### src/rtl/urv_csr_dbg_arb.sv
// rtl/urv_csr_dbg_arb.sv - arbitrates the CSR datapath between pipeline decode and debug host.
// Optional forced-hold on starvation: define URV_CSR_DBG_ARB_STARVE_EN.
module urv_csr_dbg_arb #(
  parameter int g_starve_limit = 16
) (
  input  logic        clk_i,
  input  logic        rst_i,
  input  logic        p_csr_req_i,
  input  logic [2:0]  p_fun_i,
  input  logic [11:0] p_csr_sel_i,
  input  logic [31:0] p_rs1_i,
  input  logic [4:0]  p_imm_i,
  input  logic        p_kill_i,
  input  logic        x_stall_i,
  output logic        p_hold_o,
  output logic        csr_is_csr_o,
  output logic [2:0]  csr_fun_o,
  output logic [11:0] csr_sel_o,
  output logic [31:0] csr_rs1_o,
  output logic [4:0]  csr_imm_o,
  output logic        csr_kill_o,
  input  logic [31:0] csr_rd_i,
  input  logic        dbg_req_i,
  input  logic [1:0]  dbg_op_i,
  input  logic [11:0] dbg_sel_i,
  input  logic [31:0] dbg_wdata_i,
  output logic        dbg_ack_o,
  output logic [31:0] dbg_rdata_o,
  output logic        dbg_busy_o
);

  typedef enum logic [2:0] {
    S_IDLE,
    S_WAIT,
    S_ISSUE,
    S_RESP,
    S_DRAIN
  } state_t;

  if (g_starve_limit < 1 || g_starve_limit > 255) begin : g_bad_limit
    $error("g_starve_limit must be in 1..255");
  end

  state_t      state_q;
  logic [1:0]  op_q;
  logic [11:0] sel_q;
  logic [31:0] wdata_q;
  logic [31:0] rdata_q;
  logic        ack_q;
  logic        issue;

`ifdef URV_CSR_DBG_ARB_STARVE_EN
  localparam logic [7:0] LimM1 = 8'(g_starve_limit - 1);
  logic [7:0] cnt_q;
  logic       starve;
  assign starve = (cnt_q >= LimM1);
`endif

  always_ff @(posedge clk_i or posedge rst_i) begin
    if (rst_i) begin
      state_q <= S_IDLE;
      op_q    <= 2'b00;
      sel_q   <= 12'h000;
      wdata_q <= 32'h0;
      rdata_q <= 32'h0;
      ack_q   <= 1'b0;
`ifdef URV_CSR_DBG_ARB_STARVE_EN
      cnt_q   <= 8'd0;
`endif
    end else begin
      ack_q <= 1'b0;
      case (state_q)
        S_IDLE: begin
          if (dbg_req_i) begin
            op_q    <= dbg_op_i;
            sel_q   <= dbg_sel_i;
            wdata_q <= dbg_wdata_i;
`ifdef URV_CSR_DBG_ARB_STARVE_EN
            cnt_q   <= 8'd0;
`endif
            state_q <= S_WAIT;
          end
        end
        S_WAIT: begin
          if (!p_csr_req_i) begin
            state_q <= S_ISSUE;
          end else begin
`ifdef URV_CSR_DBG_ARB_STARVE_EN
            if (starve) state_q <= S_ISSUE;
            else if (cnt_q != 8'hFF) cnt_q <= cnt_q + 8'd1;
`endif
          end
        end
        S_ISSUE: begin
          // The op only commits on an unstalled edge, so the old value is captured then.
          if (!x_stall_i) begin
            rdata_q <= csr_rd_i;
            ack_q   <= 1'b1;
            state_q <= S_RESP;
          end
        end
        S_RESP:  state_q <= S_DRAIN;
        S_DRAIN: if (!dbg_req_i) state_q <= S_IDLE;
        default: state_q <= S_IDLE;
      endcase
    end
  end

  assign issue = (state_q == S_ISSUE);

  always_comb begin
    csr_is_csr_o = p_csr_req_i;
    csr_fun_o    = p_fun_i;
    csr_sel_o    = p_csr_sel_i;
    csr_rs1_o    = p_rs1_i;
    csr_imm_o    = p_imm_i;
    csr_kill_o   = p_kill_i;
    if (issue) begin
      csr_is_csr_o = 1'b1;
      csr_sel_o    = sel_q;
      csr_imm_o    = 5'd0;
      csr_kill_o   = 1'b0;
      csr_rs1_o    = (op_q == 2'b00) ? 32'h0 : wdata_q;
      case (op_q)
        2'b01:   csr_fun_o = 3'b001;
        2'b11:   csr_fun_o = 3'b011;
        default: csr_fun_o = 3'b010;
      endcase
    end
    // Dropping is_csr asynchronously keeps an interrupted op from committing.
    if (rst_i) csr_is_csr_o = 1'b0;
  end

  assign p_hold_o    = issue;
  assign dbg_ack_o   = ack_q;
  assign dbg_rdata_o = rdata_q;
  assign dbg_busy_o  = (state_q != S_IDLE);

endmodule
### config.mk
export PLATFORM = sky130hd
export DESIGN_NAME = urv_csr_dbg_arb
export DESIGN_NICKNAME = d
export VERILOG_FILES = /design/src/rtl/urv_csr_dbg_arb.sv
export SDC_FILE = /design/constraint.sdc
export NUM_CORES = 1
export LEC_CHECK = 0
export ABC_AREA = 1
export ABC_CLOCK_PERIOD_IN_PS = 4700
export CORE_AREA = 2 2 118 120
export CTS_CLUSTER_DIAMETER = 150
export CTS_CLUSTER_SIZE = 40
export DETAILED_ROUTE_END_ITERATION = 10
export DIE_AREA = 0 0 120 122
export PLACE_DENSITY_LB_ADDON = 0.08
export SLEW_MARGIN = 10
export SYNTH_ARGS = -nofsm -noshare
export SYNTH_HDL_FRONTEND = slang
export SYNTH_SLANG_ARGS = --single-unit
### constraint.sdc
create_clock -name clk_i -period 4.7 [get_ports clk_i]
set_input_delay 0.94 -clock clk_i [delete_from_list [all_inputs] [get_ports clk_i]]
set_output_delay 0.94 -clock clk_i [all_outputs]
set_load 0.01 [all_outputs]
[After elaboration in Yosys (flattened, before gate mapping)]
Index checks and enable logic that the tools add are counted.
Word-level totals
  register bits: 82
  input bits: 136
  output and inout bits: 89
  logic and storage cells: 39
Cells by class
  equal/unequal tests: 10
  muxes and demuxes: 16
  bitwise operators: 1
  reductions and logical operators: 6
Operators with widths (count)
  2-to-1 mux 32 bit: 2
  2-to-1 mux 3 bit: 5
  case mux 3 bit (5 select lines): 1
  2-to-1 mux 12 bit: 1
  != test 2 bit (second input constant): 4
  equality test 3 x 2 -> 1 bit (second input constant): 2
  2-to-1 mux 1 bit: 5
  2-to-1 mux 5 bit: 1
  case mux 2 bit (2 select lines): 1
  AND reduction 2 bit: 2
  AND reduction 4 bit: 1
  equality test 3 x 1 -> 1 bit (second input constant): 1
  equality test 3 bit (second input constant): 1
  zero test 3 bit: 1
  nonzero test 3 bit: 1
  equality test 2 x 1 -> 1 bit (second input constant): 1
  equality test 2 bit (second input constant): 1
  zero test 2 bit: 1
  NOT 1 bit: 1

[Logic depth before layout (Yosys ltp)]
Gate-level depths: netlist of run 1.
  word-level depth: 3
  gate-level depth with buffers: 9
  depth with buffers taken out: 8

[Least setup slack after synthesis of run 1]
OpenSTA, ideal clock, no wires.
  path kind: input to output
  start: input port rst_i
  end: output port csr_is_csr_o
  arrival time: 2.972 ns
  data required time: 3.760 ns
  setup slack: 0.788 ns
  stages on the path: 2
  path buffers: 0
  cell sequence: inv_1 > o21a_1
On the way
  cells in the longest elaborated chain, start to end: 1
Ends and longest elaborated chain
  start: declaration: line 7  | input logic rst_i,
  2-to-1 mux 1 bit: line 131  | if (rst_i) csr_is_csr_o = 1'b0;
  end: declaration: line 16  | output logic csr_is_csr_o,
Every way passes these cells.

[Final worst setup path of run 1]
  start: register state_q[2]
  end: output port csr_sel_o[11]
On the way
  cells in the longest elaborated chain, start to end: 2
Ends and longest elaborated chain
  start: declaration: line 44  | state_t state_q;
  start signal: assignment: line 61  | state_q <= S_IDLE;
  start signal: assignment: line 81  | state_q <= S_WAIT;
  start signal: assignment: line 86  | state_q <= S_ISSUE;
  equality test 3 x 2 -> 1 bit: line 109  | assign issue = (state_q == S_ISSUE);
  2-to-1 mux 12 bit: line 118  | if (issue) begin
  end: declaration: line 18  | output logic [11:0] csr_sel_o,
Every way passes these cells.

==> results.toml, run 1 <==
[sta]
slew_headroom = 0.294
slew_violations = 0
worstMarginPinSlew_ns = 1.06
hold_viol = 0
finClkSkew_ns = 0.00807
finalCriticalPeriod_ns = 3.43
rsz0062_at_grt = "false"
setup_viol = 0
setup_tns_ns = 0
max_freq_mhz = 291
period_share = 0.730
fin_ws_ns = 1.27

[global_route]
grt_first_pass_wirelength_um = 18300
grt_pass1_vias = 3803
grt_overflow = 0
grtUsageTotal = 0.158
antenna_found_initial = 0
grt_max_degree = 93

[power]
power.density_mw_per_mm2 = 543
irDropWorstVdd_mv = 0.289
total_power_uw = 3580
p_leak_uw = 0.00329

[floorplan]
rows = 43
ios = 225
core_area_mm2 = 0.0135
die_area_mm2 = 0.0146
die_x_um = 120
die_y_um = 122
initial_core_util = 0.294

[cells_and_area]
utilization = 0.489
num-nets-final = 872
antenna_cells = 0
area_delta_synth_final_pct = 66.5
drive_above_1_share = 0.0351
fill_cells = 1358
final_cell_mix = "260 x nand2_1, 224 x clkdlybuf4s50_1, 82 x dfrtp_1"
final_common_cell = "nand2_1"

[clock_network]
htree_levels = 3
cts_resized = 0
numCtsBuffers = 9
clk_latency_ns = 0.34
path_clk_slew_ns = 0.06
clock-root-buffer = "clkbuf_16"
hold_buffers = 0
cts_tree = "built"
cts_setup_buffers = 0
clock-sinks = 82
clockBufferDepth = 2

[logic_synthesis]
syn_nets = 666
synth-seq-cells = 82
yosys_warnings = 0
syn-instance-count = 530
synth_top_family_by_area = "simple AND/OR/NAND/NOR gates"
yosys.area_share.simple = 0.269
synthXorXnorAreaFrac = 0
yosysSeqAreaShare = 0.517
synth_area_mm2 = 0.00397
synthMuxAreaShare = 0
synth_fa_ha_area_frac = 0
netlist-cell-type-count = 20
synth.avg_cell_area_um2 = 7.48
synth_compound_area_frac = 0.104

[worst_hold_path]
hp-class = "reg2reg"
hp-start = "dbg_rdata_o[10]"

[critical_path]
worstSetupPathType = "reg2out"
worstPathCellList = "nor2_4 > nand2_4 > inv_4 > nand2_1 > nand2_1 > clkdlybuf4s50_1"
cp-start-kind = "register"
r2r_end = "dbg_rdata_o[17]"
cp-end-kind = "primary output"
arrival_ns = 2.49
required_ns = 3.76
worst_path_dominant_cell_family = "buffers and inverters"
r2r_cells = 7
crit_top_cell = "nand2_1"
critPathLaunch = "state_q[2]"
cp.depth = 6
crit_end = "csr_sel_o[11]"
cp.buffers_inverters = 2
crit_slowest_cell = "clkdlybuf4s50_1"
crit_fanout = 89
critPathMaxStageDelay_ns = 0.53
rr_startpoint = "state_q[2]"
r2r_slack_ns = 2.35

[detailed_routing]
ant_nets = 0
wire_per_inst_um = 12.5
drt_first_pass_iters = 5
num_vias = 3888
routed_via_density = 4.23
drt-initial-drc-count = 167
wl_um = 11500
drc = 0

[job]
max_cap_violations = 0

[place]
routabilityCongestion = 0.785
port_buffers = 224
hpwl_um = 8040
place_ws_ns = 1.53

[outcome]
status = "complete, no violations"
==> metal layers <==
| layer | global-route usage | share of wire | vias up |
|---|---|---|---|
| li1 | - | - | 2011 |
| met1 | 0.195 | 0.43 | 1712 |
| met2 | 0.244 | 0.44 | 149 |
| met3 | 0.0627 | 0.11 | 16 |
| met4 | 0.0728 | 0.021 | 0 |
| met5 | 0 | 0 | - |
==> flip-flops by register name, indices dropped and copies added, names as in the netlist <==
name and cells:
wdata_q 32, state_q 3, dbg_rdata_o 32, op_q 2, sel_q 12, dbg_ack_o 1
==> kinds of logic after synthesis <==
family          after synthesis
simple gates                274
buf+inv                      92
flops                        82
compound gates               82
==> final cells by class <==
class	instances	area (µm²)	area share
sequential	82	2050	0.311
inverter	62	239	0.0362
clock inverter	4	98.8	0.0150
clock buffer	11	253	0.0383
tap	180	225	0.0341
multi-input combinational	356	1490	0.225
timing repair buffer	225	2250	0.341
==> report_power, final <==
part           total [µW]  switching (µW)  internal (µW)
logic                1560             776            781
registers            1200             175           1030
clock network         822             276            546
total                3580            1230           2360
==> synthesized netlist by cell type <==
cell | instances | area share
dfrtp_1 | 82 | 0.52
nand3_2 | 1 | 0.0025
nor2_1 | 4 | 0.0038
nor2_4 | 1 | 0.0028
or2_2 | 1 | 0.0016
nand2_4 | 2 | 0.0057
nand2_1 | 260 | 0.25
o21ai_1 | 21 | 0.026
o21a_1 | 1 | 0.0019
o21ai_0 | 59 | 0.074
inv_4 | 2 | 0.0032
buf_2 | 10 | 0.013
nand3_1 | 4 | 0.0050
buf_4 | 11 | 0.021
clkbuf_1 | 5 | 0.0047
inv_1 | 58 | 0.055
inv_2 | 2 | 0.0019
a21oi_1 | 1 | 0.0013
buf_6 | 4 | 0.011
nand4_1 | 1 | 0.0016
==> worst register-to-register path: stages, from the launching register on <==
cell and delay [ns]:
dfrtp_1 0.46, nor2_4 0.17, nand2_4 0.43, inv_4 0.38
nand2_4 0.28, inv_4 0.39, nand2_1 0.12, nand2_1 0.07
==> stage by stage <==
stage | cell area [µm²] | instances | hold slack [ns]
final | 6610 | 920 | 0.481
after global routing | 6610 | 920 | 0.509
after CTS | 6610 | 920 | 0.481
after detailed placement | 6250 | 905 | 0.464
after global placement | 6250 | 905 | 0.461
after floorplan | 3970 | 530 | 0.453
==> how the worst min path moves through the flow <==
stage,to,slack [ns],depth (start not counted)
after floorplan,wdata_q[10],0.45,2
after CTS,dbg_rdata_o[10],0.48,2
after global routing,dbg_rdata_o[6],0.51,2
after global placement,dbg_rdata_o[19],0.46,2
final,dbg_rdata_o[10],0.48,2
after detailed placement,dbg_rdata_o[10],0.46,2
(Power assumes the default switching activity.)
==> run 2, diff against run 1 <==
ABC_CLOCK_PERIOD_IN_PS = 3000   (was 4700)
clock period = 3 ns   (was 4.7 ns; I/O delays follow)
==> run 2 against run 1 <==
Compared with the run above: die area did not move; sequential share of layout area about the same; first-iteration DRC count rose by 8.4%; sequential power up 58%; utilization about the same; clock skew fell by 0.0026 ns; count of clock-buffer cells in the layout rose by 1; register-to-register slack worse by 1.1 ns.
==> results.toml, run 2 (synthesis results as in run 1) <==
[outcome]
status = "complete, no violations"

[clock_network]
cts_resized = 0
clockBufferDepth = 2
numCtsBuffers = 9
clk_latency_ns = 0.33
cts_tree = "built"
cts_setup_buffers = 0
clock-root-buffer = "clkbuf_16"
hold_buffers = 0
path_clk_slew_ns = 0.06
htree_levels = 3
clock-sinks = 82

[detailed_routing]
ant_nets = 0
routed_via_density = 4.28
wire_per_inst_um = 12.7
wl_met1_um = 5010
num_vias = 3957
top_layer_used = "met4"
drc = 0
drt_first_pass_iters = 6
drt-initial-drc-count = 181
dr_wl_met2_um = 5450
route.met3.wl_um = 1060
wl_um = 11700

[floorplan]
core_area_mm2 = 0.0135
initial_core_util = 0.294
die_area_mm2 = 0.0146
rows = 43
die_y_um = 122
die_x_um = 120
ios = 225

[critical_path]
worstSetupPathType = "reg2out"
cp-end-kind = "primary output"
arrival_ns = 2.10
required_ns = 2.40
cp-start-kind = "register"
crit_fanout = 52

[cells_and_area]
final_common_cell = "nand2_1"
area_delta_synth_final_pct = 66.6
utilization = 0.489
final_cell_mix = "260 x nand2_1, 224 x clkdlybuf4s50_1, 82 x dfrtp_1"
drive_above_1_share = 0.0403
antenna_cells = 0
num-nets-final = 876

[sta]
hold_viol = 0
setup_tns_ns = 0
slew_headroom = 0.442
rsz0062_at_grt = "false"
finClkSkew_ns = 0.00545
slew_violations = 0
setup_viol = 0
period_share = 0.901
worstMarginPinSlew_ns = 0.837
finalCriticalPeriod_ns = 2.70
max_freq_mhz = 370

[job]
max_cap_violations = 0

[place]
port_buffers = 224
hpwl_um = 8350
routabilityCongestion = 0.760

[global_route]
grt_pass1_vias = 3925
grt_overflow = 0
grt_first_pass_wirelength_um = 19100
antenna_found_initial = 0
grtUsageTotal = 0.165
grt_max_degree = 93

[power]
power.density_mw_per_mm2 = 833
p_leak_uw = 0.00328
irDropWorstVdd_mv = 0.344
total_power_uw = 5500

[worst_hold_path]
hp-class = "reg2reg"
## run 2: cell types whose count changed in the layout (fill, tap and decap cells not counted)
| cell | delta |
|---|---|
| or2_4 | +1 |
| buf_4 | +3 |
| clkbuf_1 | +1 |
| clkinvlp_4 | +3 |
| buf_12 | +1 |
| bufinv_16 | -2 |
| clkinv_4 | -1 |
| or2_2 | -1 |
## run 2: worst paths after layout
check	start	to	slack [ns]	depth (start not counted)
setup / recovery	state_q[2]	csr_rs1_o[27]	0.30	5
hold / removal	dbg_rdata_o[12]	dbg_rdata_o[12]	0.48	2
min in group asynchronous	rst_i	dbg_rdata_o[4]	0.75	3
max in group asynchronous	rst_i	wdata_q[29]	1.23	4
hold reg to reg	dbg_rdata_o[12]	dbg_rdata_o[12]	0.48	2
setup reg to reg	state_q[2]	dbg_rdata_o[1]	1.21	7
## run 2: metrics by stage
step,setup slack [ns],hold slack [ns],area [µm²],std cells
final,0.297,0.485,6610,925
after global placement,0.537,0.462,6300,909
after global routing,0.132,0.508,6610,925
after floorplan,0.294,0.453,3970,530
after CTS,0.141,0.483,6610,925
after detailed placement,0.511,0.464,6300,909
## run 2: where the power goes
group	internal [µW]	switching, µW
clock network	689	431
logic	1250	1230
registers	1610	290
total	3550	1950
## run 2: critical path, stage by stage, from the launching register on
cell,delay (ns)
dfrtp_1,0.45
nor2_4,0.16
nand2_4,0.11
buf_12,0.19
o21ai_0,0.25
clkdlybuf4s50_1,0.58
## run 2: layout make-up
class	instances	area, µm²
fillers	1360	6900
well taps	180	225
clock inverters	4	50.0
multi-input cells	356	1490
clock buffers	12	256
repair buffers	229	2290
flip-flops and latches	82	2050
inverters	62	241
## run 2: metal layers
layer | vias up | GRT usage
li1 | 2023 | -
met1 | 1761 | 0.198
met2 | 159 | 0.271
met3 | 14 | 0.0585
met4 | 0 | 0.0684
met5 | - | 0
==> run 3, diff against run 2 <==
SLEW_MARGIN = not set   (was 10)
==> results of run 3 <==
The final DEF is identical to that of run 2; final timing and power are the same.
